### config.mk
export PLATFORM = sky130hd
export DESIGN_NAME = counter_share_ctrl
export DESIGN_NICKNAME = d
export VERILOG_FILES = /design/src/rtl/counter_share_ctrl.sv
export SDC_FILE = /design/constraint.sdc
export NUM_CORES = 1
export LEC_CHECK = 0
export BUFFER_PORTS_ARGS = -buffer_cell sky130_fd_sc_hd__buf_2
export CORE_MARGIN = 2
export CORE_UTILIZATION = 45
export DETAILED_ROUTE_END_ITERATION = 8
export PLACE_DENSITY = 0.84
export SLEW_MARGIN = 10
export SYNTH_ARGS = -nofsm -noshare
export SYNTH_HDL_FRONTEND = slang
export SYNTH_SLANG_ARGS = --single-unit
### constraint.sdc
create_clock -name clk -period 2 [get_ports clk]
set_clock_uncertainty 0.05 [all_clocks]
set_input_delay 0.1 -clock clk [delete_from_list [all_inputs] [get_ports clk]]
set_output_delay 0.1 -clock clk [all_outputs]
set_load 0.02 [all_outputs]
### src/rtl/counter_share_ctrl.sv
// Round-robin arbiter and run sequencer that shares one sync-clear/enable up-counter
// between N_REQ requesters, each asking for a timed run of len enabled cycles.
module counter_share_ctrl #(
    parameter int N_REQ = 4,
    parameter int CNT_W = 4
) (
    input  logic                     clk,
    input  logic                     reset,
    input  logic [N_REQ-1:0]         req,
    input  logic [N_REQ*CNT_W-1:0]   len,
    input  logic                     abort,
    input  logic [CNT_W-1:0]         cnt_val,
    output logic                     cnt_clr,
    output logic                     cnt_en,
    output logic [N_REQ-1:0]         grant,
    output logic                     busy,
    output logic [N_REQ-1:0]         done
);

    localparam int IDX_W = (N_REQ > 1) ? $clog2(N_REQ) : 1;

    typedef enum logic [1:0] {
        IDLE  = 2'd0,
        CLEAR = 2'd1,
        RUN   = 2'd2,
        FIN   = 2'd3
    } state_t;

    state_t             state_r;
    state_t             state_s;
    logic [IDX_W-1:0]   owner_r;
    logic [IDX_W-1:0]   rr_ptr_r;
    logic [CNT_W-1:0]   len_q_r;
    logic [N_REQ-1:0]   grant_r;
    logic [IDX_W-1:0]   pick_s;
    logic               pick_vld_s;
    logic [IDX_W-1:0]   owner_inc_s;
    logic               at_len_s;

    // Round-robin pick: first requesting index at or above rr_ptr, wrapping.
    always_comb begin
        logic [IDX_W-1:0] idx;
        pick_vld_s = 1'b0;
        pick_s     = '0;
        idx        = '0;
        for (int k = 0; k < N_REQ; k++) begin
            idx = IDX_W'((int'(rr_ptr_r) + k) % N_REQ);
            if (!pick_vld_s && req[idx]) begin
                pick_vld_s = 1'b1;
                pick_s     = idx;
            end else begin
                pick_vld_s = pick_vld_s;
            end
        end
    end

    assign owner_inc_s = (owner_r == IDX_W'(N_REQ - 1)) ? '0 : owner_r + IDX_W'(1);
    assign at_len_s    = (cnt_val == len_q_r);

    // Next-state logic for the run sequencer.
    always_comb begin
        state_s = state_r;
        case (state_r)
            IDLE:    state_s = pick_vld_s ? CLEAR : IDLE;
            CLEAR:   state_s = abort ? IDLE : RUN;
            RUN: begin
                if (abort) begin
                    state_s = IDLE;
                end else if (at_len_s) begin
                    state_s = FIN;
                end else begin
                    state_s = RUN;
                end
            end
            FIN:     state_s = IDLE;
            default: state_s = IDLE;
        endcase
    end

    // State, ownership, latched length and round-robin pointer.
    always_ff @(posedge clk) begin
        if (reset) begin
            state_r  <= IDLE;
            grant_r  <= '0;
            owner_r  <= '0;
            rr_ptr_r <= '0;
            len_q_r  <= '0;
        end else begin
            state_r <= state_s;
            case (state_r)
                IDLE: begin
                    if (pick_vld_s) begin
                        grant_r <= {{(N_REQ-1){1'b0}}, 1'b1} << pick_s;
                        owner_r <= pick_s;
                        len_q_r <= len[pick_s*CNT_W +: CNT_W];
                    end else begin
                        grant_r <= '0;
                    end
                end
                CLEAR, RUN: begin
                    if (abort) begin
                        grant_r  <= '0;
                        rr_ptr_r <= owner_inc_s;
                    end else begin
                        grant_r  <= grant_r;
                    end
                end
                FIN: begin
                    grant_r  <= '0;
                    rr_ptr_r <= owner_inc_s;
                end
                default: grant_r <= '0;
            endcase
        end
    end

    // Abort gates the enable immediately so an aborted run stops where it stands.
    assign cnt_en  = (state_r == RUN) && !at_len_s && !abort;
    assign cnt_clr = (state_r == CLEAR);
    assign busy    = (state_r != IDLE);
    assign grant   = grant_r;
    assign done    = (state_r == FIN) ? grant_r : '0;

endmodule

# Word level (Yosys, flattened, before mapping)
# Index checks and enable logic that the tools add are counted.
[totals]
reg_bits = 14
inputBits = 27
output_inout_bits = 11
word_cells = 65
[op_classes]
addsub = 4
order_cmp = 4
n_eq_ne = 6
n_shift = 2
mux = 28
reduce_logical = 16
[op_table]
columns = ["op", "n"]
rows = [
  ["two-way mux 2 bit", 8],
  ["indexed part select 16 x 5 -> 4 bit", 1],
  ["less-than comparator 2 x 3 -> 1 bit (second input constant)", 4],
  ["two-way mux 4 bit", 3],
  ["case mux 4 bit (3 select lines)", 1],
  ["two-way mux 1 bit", 10],
  ["binary-select mux 1 bit (select 2 bit)", 4],
  ["case mux 2 bit (4 select lines)", 1],
  ["equality test 2 bit (second input constant)", 3],
  ["logical AND 1 bit", 5],
  ["logical NOT 1 bit", 5],
  ["adder 2 x 1 -> 2 bit (second input constant)", 2],
  ["adder 2 bit (second input constant)", 2],
  ["equality test 4 bit", 1],
  ["case mux 2 bit (2 select lines)", 1],
  ["AND reduction 2 bit", 2],
  ["nonzero test 2 bit", 2],
  ["<< shifter 1 x 2 -> 4 bit (first input constant)", 1],
  ["equality test 2 x 1 -> 1 bit (second input constant)", 1],
  ["logical NOT 2 bit", 1],
  ["!= test 2 bit (second input constant)", 1],
  ["OR reduction 2 bit", 1],
]

# Longest topological paths before layout
# Gate-level depths: netlist of the first run.
[depth]
word_depth = 15
depth_mapped = 8
ltp_nobuf = 7

# Worst setup path before layout of the first run
# OpenSTA, ideal clock, no wires.
[synth_path]
kind = "register to register"
startpoint = "register state_r[0]"
endpoint = "register grant_r[2], in the netlist grant[2]"
setup_ps = 71
arrival_ps = 1567
required_ps = 1879
setup_slack_ps = 312
path_stages_with_launch = 9
path_buffers = 1
period_less_slack_ps = 1688
cell_sequence = "dfxtp_1 > inv_1 > ha_1 > inv_1 > nor2_1 > and3_1 > clkbuf_1 > nand3_1 > a21oi_1"
[synth_between]
elab_chain_cells = 3
elab_cells_between_ends = 7
classes_between = "4 x eq/ne; 1 x mux; 2 x reduce/logical"
[synth_lines]
columns = ["element", "line", "text"]
rows = [
  ["start, declared", "29", "state_t state_r;"],
  ["start signal, assigned", "89", "state_r <= state_s;"],
  ["equality test 2 x 1 -> 1 bit / equality test 2 bit (equally long branches)", "90", "case (state_r)"],
  ["OR reduction 2 bit", "90", ""],
  ["case mux 4 bit (3 select lines) / != test 2 bit (equally long branches)", "-", ""],
  ["end signal, assigned", "93", "grant_r <= {{(N_REQ-1){1'b0}}, 1'b1} << pick_s;"],
  ["end signal, assigned", "105", "grant_r <= grant_r;"],
  ["end, declared", "34", "logic [N_REQ-1:0] grant_r;"],
]
# Parallel ways exist; a longest one is shown, timed or not.
# A chain may end at the register's enable or synchronous reset.

# Worst setup path in the final report of the first run
[layout_path]
startpoint = "register rr_ptr_r[1]"
endpoint = "register len_q_r[2]"
[layout_between]
elab_chain_cells = 13
elab_cells_between_ends = 27
classes_between = "3 x add/sub; 1 x shift; 16 x mux; 7 x reduce/logical"
[layout_lines]
columns = ["element", "line", "text"]
rows = [
  ["start, declared", "32", "logic [IDX_W-1:0] rr_ptr_r;"],
  ["start signal, assigned", "103", "rr_ptr_r <= owner_inc_s;"],
  ["start signal, assigned", "110", "rr_ptr_r <= owner_inc_s;"],
  ["branches (longest 13 deep; another with adder 2 x 1 -> 2 bit)", "-", ""],
  ["end signal, assigned", "95", "len_q_r <= len[pick_s*CNT_W +: CNT_W];"],
  ["end, declared", "33", "logic [CNT_W-1:0] len_q_r;"],
]
# Several ways; the timed one is not identified. The select of a mux whose other input is x is not followed.

==> metrics.txt, run 1 <==
via count 890; Distinct cells, synth 29; sequential share of power 43.7%; # fillers 189; iteration count of the initial detailed-routing pass 4; critical path's slowest cell o221ai_2; WP data required 2.17 ns; crit path max fanout 11; WHS 0.0574 ns; die area 2350 um^2; slowest cell delay on critical path 0.57 ns; fraction of layout cells with a size suffix above 1 32.2%; Root Buffer clkbuf_4; minimum clock period 1.83 ns; Layout Area Growth over Synthesis 28.5%; cell family with most CP delay compound AO/OA/AOI/OAI gates; Die W 48.5 um; Synth Instances 103; drt wl/cell 12.2 um; Total Wirelength 2070 um; CTS tree built; final net count 176; Core Util, Final between 50% and 60%; status finished clean; CTS clk-pin slew, worst paths 0.09 ns; H-tree depth 1; Post-synth top flop dfxtp_1; clock buffer depth 2; pwr dens approximately 640 nW/um^2; IO buf count 37; Hold Vio Cnt, Final 0; share of power burned in combinational logic about 28%; switch share 30.7%; FF+latch count, synth 14; CP Buf/Inv Count 0; initial drt markers 9; HPWL after DPL approximately 1700 um; Num CTS Buffers 3; DR DRC count 0; sequential share of the synthesized area 31.5%; f_max between 500 and 600 MHz; worst path cell trace mux2i_1 > o221ai_2 > mux2i_1 > a211o_1 > a21oi_1; total power 0.735 mW; Reg area 280 um^2; Placement Setup Slack ~0.17 ns; startpoint types flop; top cells by area, synth dfxtp_1, mux2i_1, ha_1; post-synth top area share 31.5%; n_diodes 0; Via density 5.24; Final setup viols 0; LEAKAGE between 0.5 and 0.6 nW; Crit Path Class reg -> reg; first-pass GRT wire length 3530 um; Worst Hold Class in -> reg; cell seen most often among critical-path stages mux2i_1; worst endpoint data arrival time 2.00 ns; Final ANT Viol Nets 0; syn nets 135; Relative slew margins 53.8%; vias in the first global route 844; Tcrit/Tclk final 91.6%; FP Rows 16; I/O Pins 38; Slew @ Worst Pin between 0.6 and 0.7 ns; Remaining Overflow, GRT 0; Net Sw Power 0.226 mW; asr flop ratio synth 0%; leading area contributor after synthesis dfxtp_1; Final Max Slew Viols 0; setup tns final 0 ns; largest net degree at the start of global routing 15; Core ar. 1920 um^2; Max Cap Violations 0; CTS Sinks 14; CP Capture Type flop; area of the multi-input gates 577 um^2; post_cts resized 0; maximum ir drop on the vdd rail 0.000316 V; Synth warnings 0; Final WS setup 0.169 ns; RSZ-0062 raised after global routing no; GRT Total Usage between 10% and 20%; placer congestion estimate 0.756; die height 48.5 um; syn avg cell area 8.65 um^2; internal power slightly above 0.5 mW; Post-Syn Area 891 um^2; Clk pwr share 28.4%; Clock Latency Late Sink between 0.2 and 0.3 ns; Initial Util a little under half; number of flops mapped to enable cells by yosys 0; initial antenna violation count 0
-- synthesized netlist by cell type, drive strengths merged (2+ instances only) --
cell / number
nand2b: 4
mux2i: 11
dfxtp: 14
xnor2: 4
clkbuf: 2
nand3: 2
nand2: 5
nor2b: 4
nor4: 2
a21oi: 14
inv: 4
or3: 2
ha: 5
a211o: 4
nor2: 10
and2: 4
-- power groups by stage --
stage                     Sequential (mW)  Clock, mW  Combinational [mW]
after floorplan                     0.330          0               0.136
after global placement              0.327          0               0.196
after detailed placement            0.328          0               0.203
after CTS                           0.321      0.209               0.205
after global routing                0.326      0.225               0.227
final                               0.321      0.209               0.205
-- worst register-to-register path: cells and delay by family (launching register included) --
| family | cells | cell delay [ns] |
|---|---|---|
| AOI/OAI and AO/OA | 3 | 1.00 |
| DFF | 1 | 0.43 |
| muxes | 2 | 0.29 |
-- per-stage QoR --
stage / instances / area, um^2
2_1_floorplan: 103 / 891
6_report: 170 / 1140
4_1_cts: 170 / 1140
3_5_place_dp: 165 / 1100
3_3_place_gp: 165 / 1100
5_1_grt: 170 / 1140
-- flip-flops by register name, summed over array words and instances, names as in the netlist --
name and cells:
owner_r 2, state_r 2, grant 4, len_q_r 4
rr_ptr_r 2
-- layout by cell type, fill, tap and decap left out, drive strengths merged, types with 2 or more instances in the layout --
master and n:
nor2 10, nor2b 4, ha 5, a21oi 14
inv 4, xnor2 4, dfxtp 14, and2 4
nand2 5, mux2i 11, nand3 2, nand2b 4
or3 2, buf 38, a211o 4, nor4 2
clkbuf 4
-- timing repair --
action | in CTS | in global routing
setup buffers | 0 | 0
hold buffers | 1 | 0
endpoints found under the hold margin | 1 | 0
-- cell families after synthesis --
group / after synthesis / synth area share (%)
AND/OR/NAND/NOR: 38 / 22.5
AO/OA/AOI/OAI: 24 / 19.0
flip-flops: 14 / 31.5
multiplexers: 11 / 12.4
buffers and inverters: 7 / 3.79
adder cells (fa/ha/maj): 5 / 7.02
XOR/XNOR: 4 / 3.93
-- final timing paths --
| check | startpoint | end | slack, ns | cells after the start |
|---|---|---|---|---|
| setup reg to reg | rr_ptr_r[1] | len_q_r[2] | 0.17 | 5 |
| setup / recovery | rr_ptr_r[1] | len_q_r[2] | 0.17 | 5 |
| hold reg to reg | grant[3] | grant[3] | 0.41 | 2 |
| hold / removal | len[15] | len_q_r[3] | 0.06 | 3 |
-- final cells by class --
type | instances | share of cell area, %
clock buffer | 4 | 3.17
inverter | 4 | 1.31
timing repair buffer | 39 | 17.7
sequential | 14 | 24.5
tap | 27 | 2.95
multi-input combinational | 82 | 50.4
-- metal layers --
metal  vias up  global-route usage (%)  share of wire (%)
li1        443                       -                  -
met1       408                    22.1                 44
met2        35                    33.1                 50
met3         4                    3.40                4.7
met4         0                    6.67                1.4
met5         -                       0                  0
Power figures use the tool's default switching activity.
==> inputs of run 2 (changes only) <==
==> constraint.sdc (replaced) <==
create_clock -name clk -period 1.75 [get_ports clk]
set_clock_uncertainty 0.05 [all_clocks]
set_input_delay 0.0875 -clock clk [delete_from_list [all_inputs] [get_ports clk]]
set_output_delay 0.0875 -clock clk [all_outputs]
set_load 0.02 [all_outputs]
==> metrics.txt, run 2 (same netlist as run 1, synthesis figures left out) <==
I/O Pins 38; worst path cell trace or3b_1 > o221ai_4 > mux2i_1 > a211o_1 > a21oi_1; critical path's slowest cell or3b_1; Hold Vio Cnt, Final 0; iteration count of the initial detailed-routing pass 4; Initial Util 46.4%; initial drt markers 12; Core ar. 1920 um^2; switch share approximately 30%; vias in the first global route 907; CTS tree built; worst endpoint data arrival time between 1.5 and 2 ns; final net count 185; Clk pwr share 26.6%; CP Capture Type flop; Relative slew margins about three quarters; FP Rows 16; LEAKAGE 0.608 nW; die height 48.5 um; f_max 612 MHz; RSZ-0062 raised after global routing no; placer congestion estimate about 0.77; placed cell area 1120 um^2; internal power ~0.6 mW; Final setup viols 0; Final ANT Viol Nets 0; drt wl/cell 12.8 um; DR DRC count 0; commonest non-fill, non-tap cell in the layout buf_2; Clock Latency Late Sink around 0.28 ns; die area 2350 um^2; setup tns final 0 ns; Placement Setup Slack -0.101 ns; slowest cell delay on critical path 0.44 ns; Final Cell Area 1230 um^2; Die W 48.5 um; Net Sw Power 0.265 mW; Max Cap Violations 0; Crit Path Class reg -> reg; Root Buffer clkbuf_4; Finished Layout Cells 179; Tcrit/Tclk final 93.3%; crit path max fanout 9; H-tree depth 1; Total Wirelength 2300 um; Worst Hold Class in -> reg; GRT Total Usage 20.6%; CTS Sinks 14; most frequent cells in the layout buf_2, dfxtp_1, a21oi_1; Remaining Overflow, GRT 0; CTS clk-pin slew, worst paths 0.09 ns; CP Buf/Inv Count 0; fraction of layout cells with a size suffix above 1 38.2%; # fillers 178; Final Max Slew Viols 0; R2R setup slack approximately 0.12 ns; IO buf count 37; cell family with most CP delay compound AO/OA/AOI/OAI gates; Layout Area Growth over Synthesis 38.1%; Slew @ Worst Pin 0.393 ns; status finished clean; share of power burned in combinational logic 31.4%; minimum clock period ~1.6 ns; maximum ir drop on the vdd rail ~0.00048 V; Num CTS Buffers 3; sequential share of power 42.0%; WP data required 1.92 ns; pwr dens 712 nW/um^2; placed cells 168; via count 926; HPWL after DPL 1810 um; n_diodes 0; Via density around 5.2; startpoint types flop; Final WS setup 0.117 ns; initial antenna violation count 0; first-pass GRT wire length 3830 um; clock buffer depth 2; largest net degree at the start of global routing 15
## run 2: cell types whose count changed in the layout (fill, tap and decap cells not counted), sizes merged
cell  change
buf       +9
## run 2: metal layers
layer	share of wire [%]	track usage (%)
met4	2.0	11.9
met1	42	22.8
met2	52	36.8
met5	0	0
met3	3.8	3.70
## run 2: final timing paths
check | start | end | cells after the start
min reg2reg | grant[0] | grant[0] | 2
max reg2reg | rr_ptr_r[1] | len_q_r[2] | 5
max | rr_ptr_r[1] | len_q_r[2] | 5
min | len[12] | len_q_r[0] | 3
## run 2: power groups by stage
stage / combinational (mW) / sequential, mW / clock, mW
floorplan: 0.156 / 0.377 / 0
global placement: 0.235 / 0.374 / 0
detailed placement: 0.245 / 0.375 / 0
CTS: 0.251 / 0.368 / 0.235
global route: 0.301 / 0.374 / 0.261
finish: 0.275 / 0.368 / 0.233
## run 2: timing repair
item                                    CTS  global route
gates cloned                              0             0
pin swaps                                 0             0
hold endpoints to repair                  1             0
setup buffers                             0             6
endpoints found under the setup margin    4             6
hold buffers                              1             0
resized for setup                         1             3
## run 2: area by class of cell
class,instances,area [um^2],share of cell area (%)
multi-input combinational,82,593,48.2
sequential,14,282,22.9
timing repair buffer,48,270,22.0
clock buffer,4,36.3,2.95
tap,27,33.8,2.75
inverter,4,15.0,1.22
## run 2: worst register-to-register path, delay by kind of cell (launching register included)
kind               cells  cell delay [ns]
DFF                    1             0.36
and+or+nand+nor        1             0.44
AOI/OAI and AO/OA      3             0.59
muxes                  1             0.14
## run 2: per-stage QoR
step | utilization [%] | hold WS [ns] | power [mW]
final | 64.0 | 0.0512 | 0.876
after global placement | 58.3 | 0.257 | 0.608
after detailed placement | 58.3 | 0.270 | 0.620
after global routing | 64.0 | 0.0373 | 0.936
after CTS | 61.3 | 0.0517 | 0.853
after floorplan | - | 0.116 | 0.533
==> inputs of run 3 (changes only) <==
--- a/config.mk
+++ b/config.mk
@@ -7,9 +7,9 @@
 export LEC_CHECK = 0
 export BUFFER_PORTS_ARGS = -buffer_cell sky130_fd_sc_hd__buf_2
 export CORE_MARGIN = 2
-export CORE_UTILIZATION = 45
+export CORE_UTILIZATION = 42
 export DETAILED_ROUTE_END_ITERATION = 8
-export PLACE_DENSITY = 0.84
+export PLACE_DENSITY = 0.75
 export SLEW_MARGIN = 10
 export SYNTH_ARGS = -nofsm -noshare
 export SYNTH_HDL_FRONTEND = slang
==> constraint.sdc (replaced) <==
create_clock -name clk -period 1.5 [get_ports clk]
set_clock_uncertainty 0.05 [all_clocks]
set_input_delay 0.075 -clock clk [delete_from_list [all_inputs] [get_ports clk]]
set_output_delay 0.075 -clock clk [all_outputs]
set_load 0.02 [all_outputs]
==> metrics.txt, run 3 (same netlist as run 1, synthesis figures left out) <==
Worst Hold Class in -> reg; Core ar. 1980 um^2; Final Max Slew Viols 0; LEAKAGE approximately 0.63 nW; drt wl/cell around 12 um; most frequent cells in the layout buf_2, buf_4, dfxtp_1; Num CTS Buffers 3; maximum ir drop on the vdd rail 0.000481 V; I/O Pins 38; placer congestion estimate ~0.74; via count 937; minimum clock period ~1.5 ns; Slew @ Worst Pin 0.368 ns; placed cells 175; largest net degree at the start of global routing 15; Die W 50.1 um; startpoint types flop; crit path max fanout 8; initial drt markers 13; HPWL after DPL 1720 um; iteration count of the initial detailed-routing pass 4; n_diodes 0; Max Cap Violations 0; f_max around 650 MHz; Core Util, Final between 60% and 70%; violated checks setup timing; Total Wirelength 2270 um; CTS clk-pin slew, worst paths about 0.090 ns; Initial Util 44.9%; Final WS setup -0.0429 ns; CP Capture Type flop; worst endpoint data arrival time 1.68 ns; Hold Vio Cnt, Final 0; Final setup viols 5; Layout Area Growth over Synthesis 49.4%; commonest non-fill, non-tap cell in the layout buf_2; RSZ-0062 raised after global routing yes; Final Cell Area 1330 um^2; Tcrit/Tclk final 103%; final net count about 190; Crit Path Class reg -> reg; Clock Latency Late Sink 0.28 ns; H-tree depth 1; DR DRC count 0; setup tns final -0.160 ns; FP Rows 16; status finished, violations left; pwr dens 798 nW/um^2; vias in the first global route approximately 830; IO buf count 37; fraction of layout cells with a size suffix above 1 50.0%; Remaining Overflow, GRT 0; CTS Sinks 14; placed cell area 1180 um^2; Finished Layout Cells 183; clock buffer depth 2; Relative slew margins 75.5%; Root Buffer clkbuf_4; die area ~2500 um^2; initial antenna violation count 0; die height 50.1 um; first-pass GRT wire length between 3000 and 4000 um; Final ANT Viol Nets 0; CTS tree built; Via density 5.12; WP data required around 1.6 ns; GRT Total Usage 17.9%
-- run 3: stage by stage --
step	power, mW	hold WS [ns]	setup slack (ns)
3_5_place_dp	0.738	0.258	-0.156
2_1_floorplan	0.624	0.104	0.00956
6_report	1.06	0.0327	-0.0429
4_1_cts	1.04	0.0344	-0.0776
5_1_grt	1.12	0.0470	-0.117
3_3_place_gp	0.731	0.247	-0.0948
-- run 3: path summary, 6_finish.rpt --
path	startpoint	end	slack, ns	cells past startpoint
worst max-delay path	rr_ptr_r[1]	len_q_r[3]	-0.04	5
worst max register to register	rr_ptr_r[1]	len_q_r[3]	-0.04	5
worst min register to register	grant[3]	grant[3]	0.43	2
worst min-delay path	len[12]	len_q_r[0]	0.03	3
-- run 3: area by class of cell --
type / instances / area [um^2]
Inverter: 4 / 15.0
Clock buffer: 4 / 36.3
Tap cell: 27 / 33.8
Fill cell: 171 / 651
Sequential cell: 14 / 288
Timing Repair Buffer: 52 / 304
Multi-Input combinational cell: 82 / 654
-- run 3: critical path: stages (launching register included) --
cell and delay [ns]:
dfxtp_4 0.37, or3b_4 0.39, o221ai_4 0.14, buf_4 0.20, mux2i_2 0.21, a21oi_2 0.07
-- run 3: power by group --
| part | switching (mW) | internal, mW |
|---|---|---|
| clock network | 0.130 | 0.148 |
| registers | 0.0257 | 0.404 |
| logic | 0.168 | 0.189 |
-- run 3: routing by layer --
metal  global-route usage (%)  share of wire (%)  up-vias
li1                         -                  -      469
met1                     21.4                 44      437
met2                     30.7                 51       27
met3                    0.909                3.3        4
met4                     11.1                2.2        0
met5                        0                  0        -
-- run 3: timing repair --
action | in CTS | in global routing
buffers inserted | 1 | 2
gates resized for setup | 9 | 12
hold endpoints to repair | 1 | 0
setup endpoints to repair | 8 | 13
hold buffers | 1 | 0
pin swaps | 2 | 3
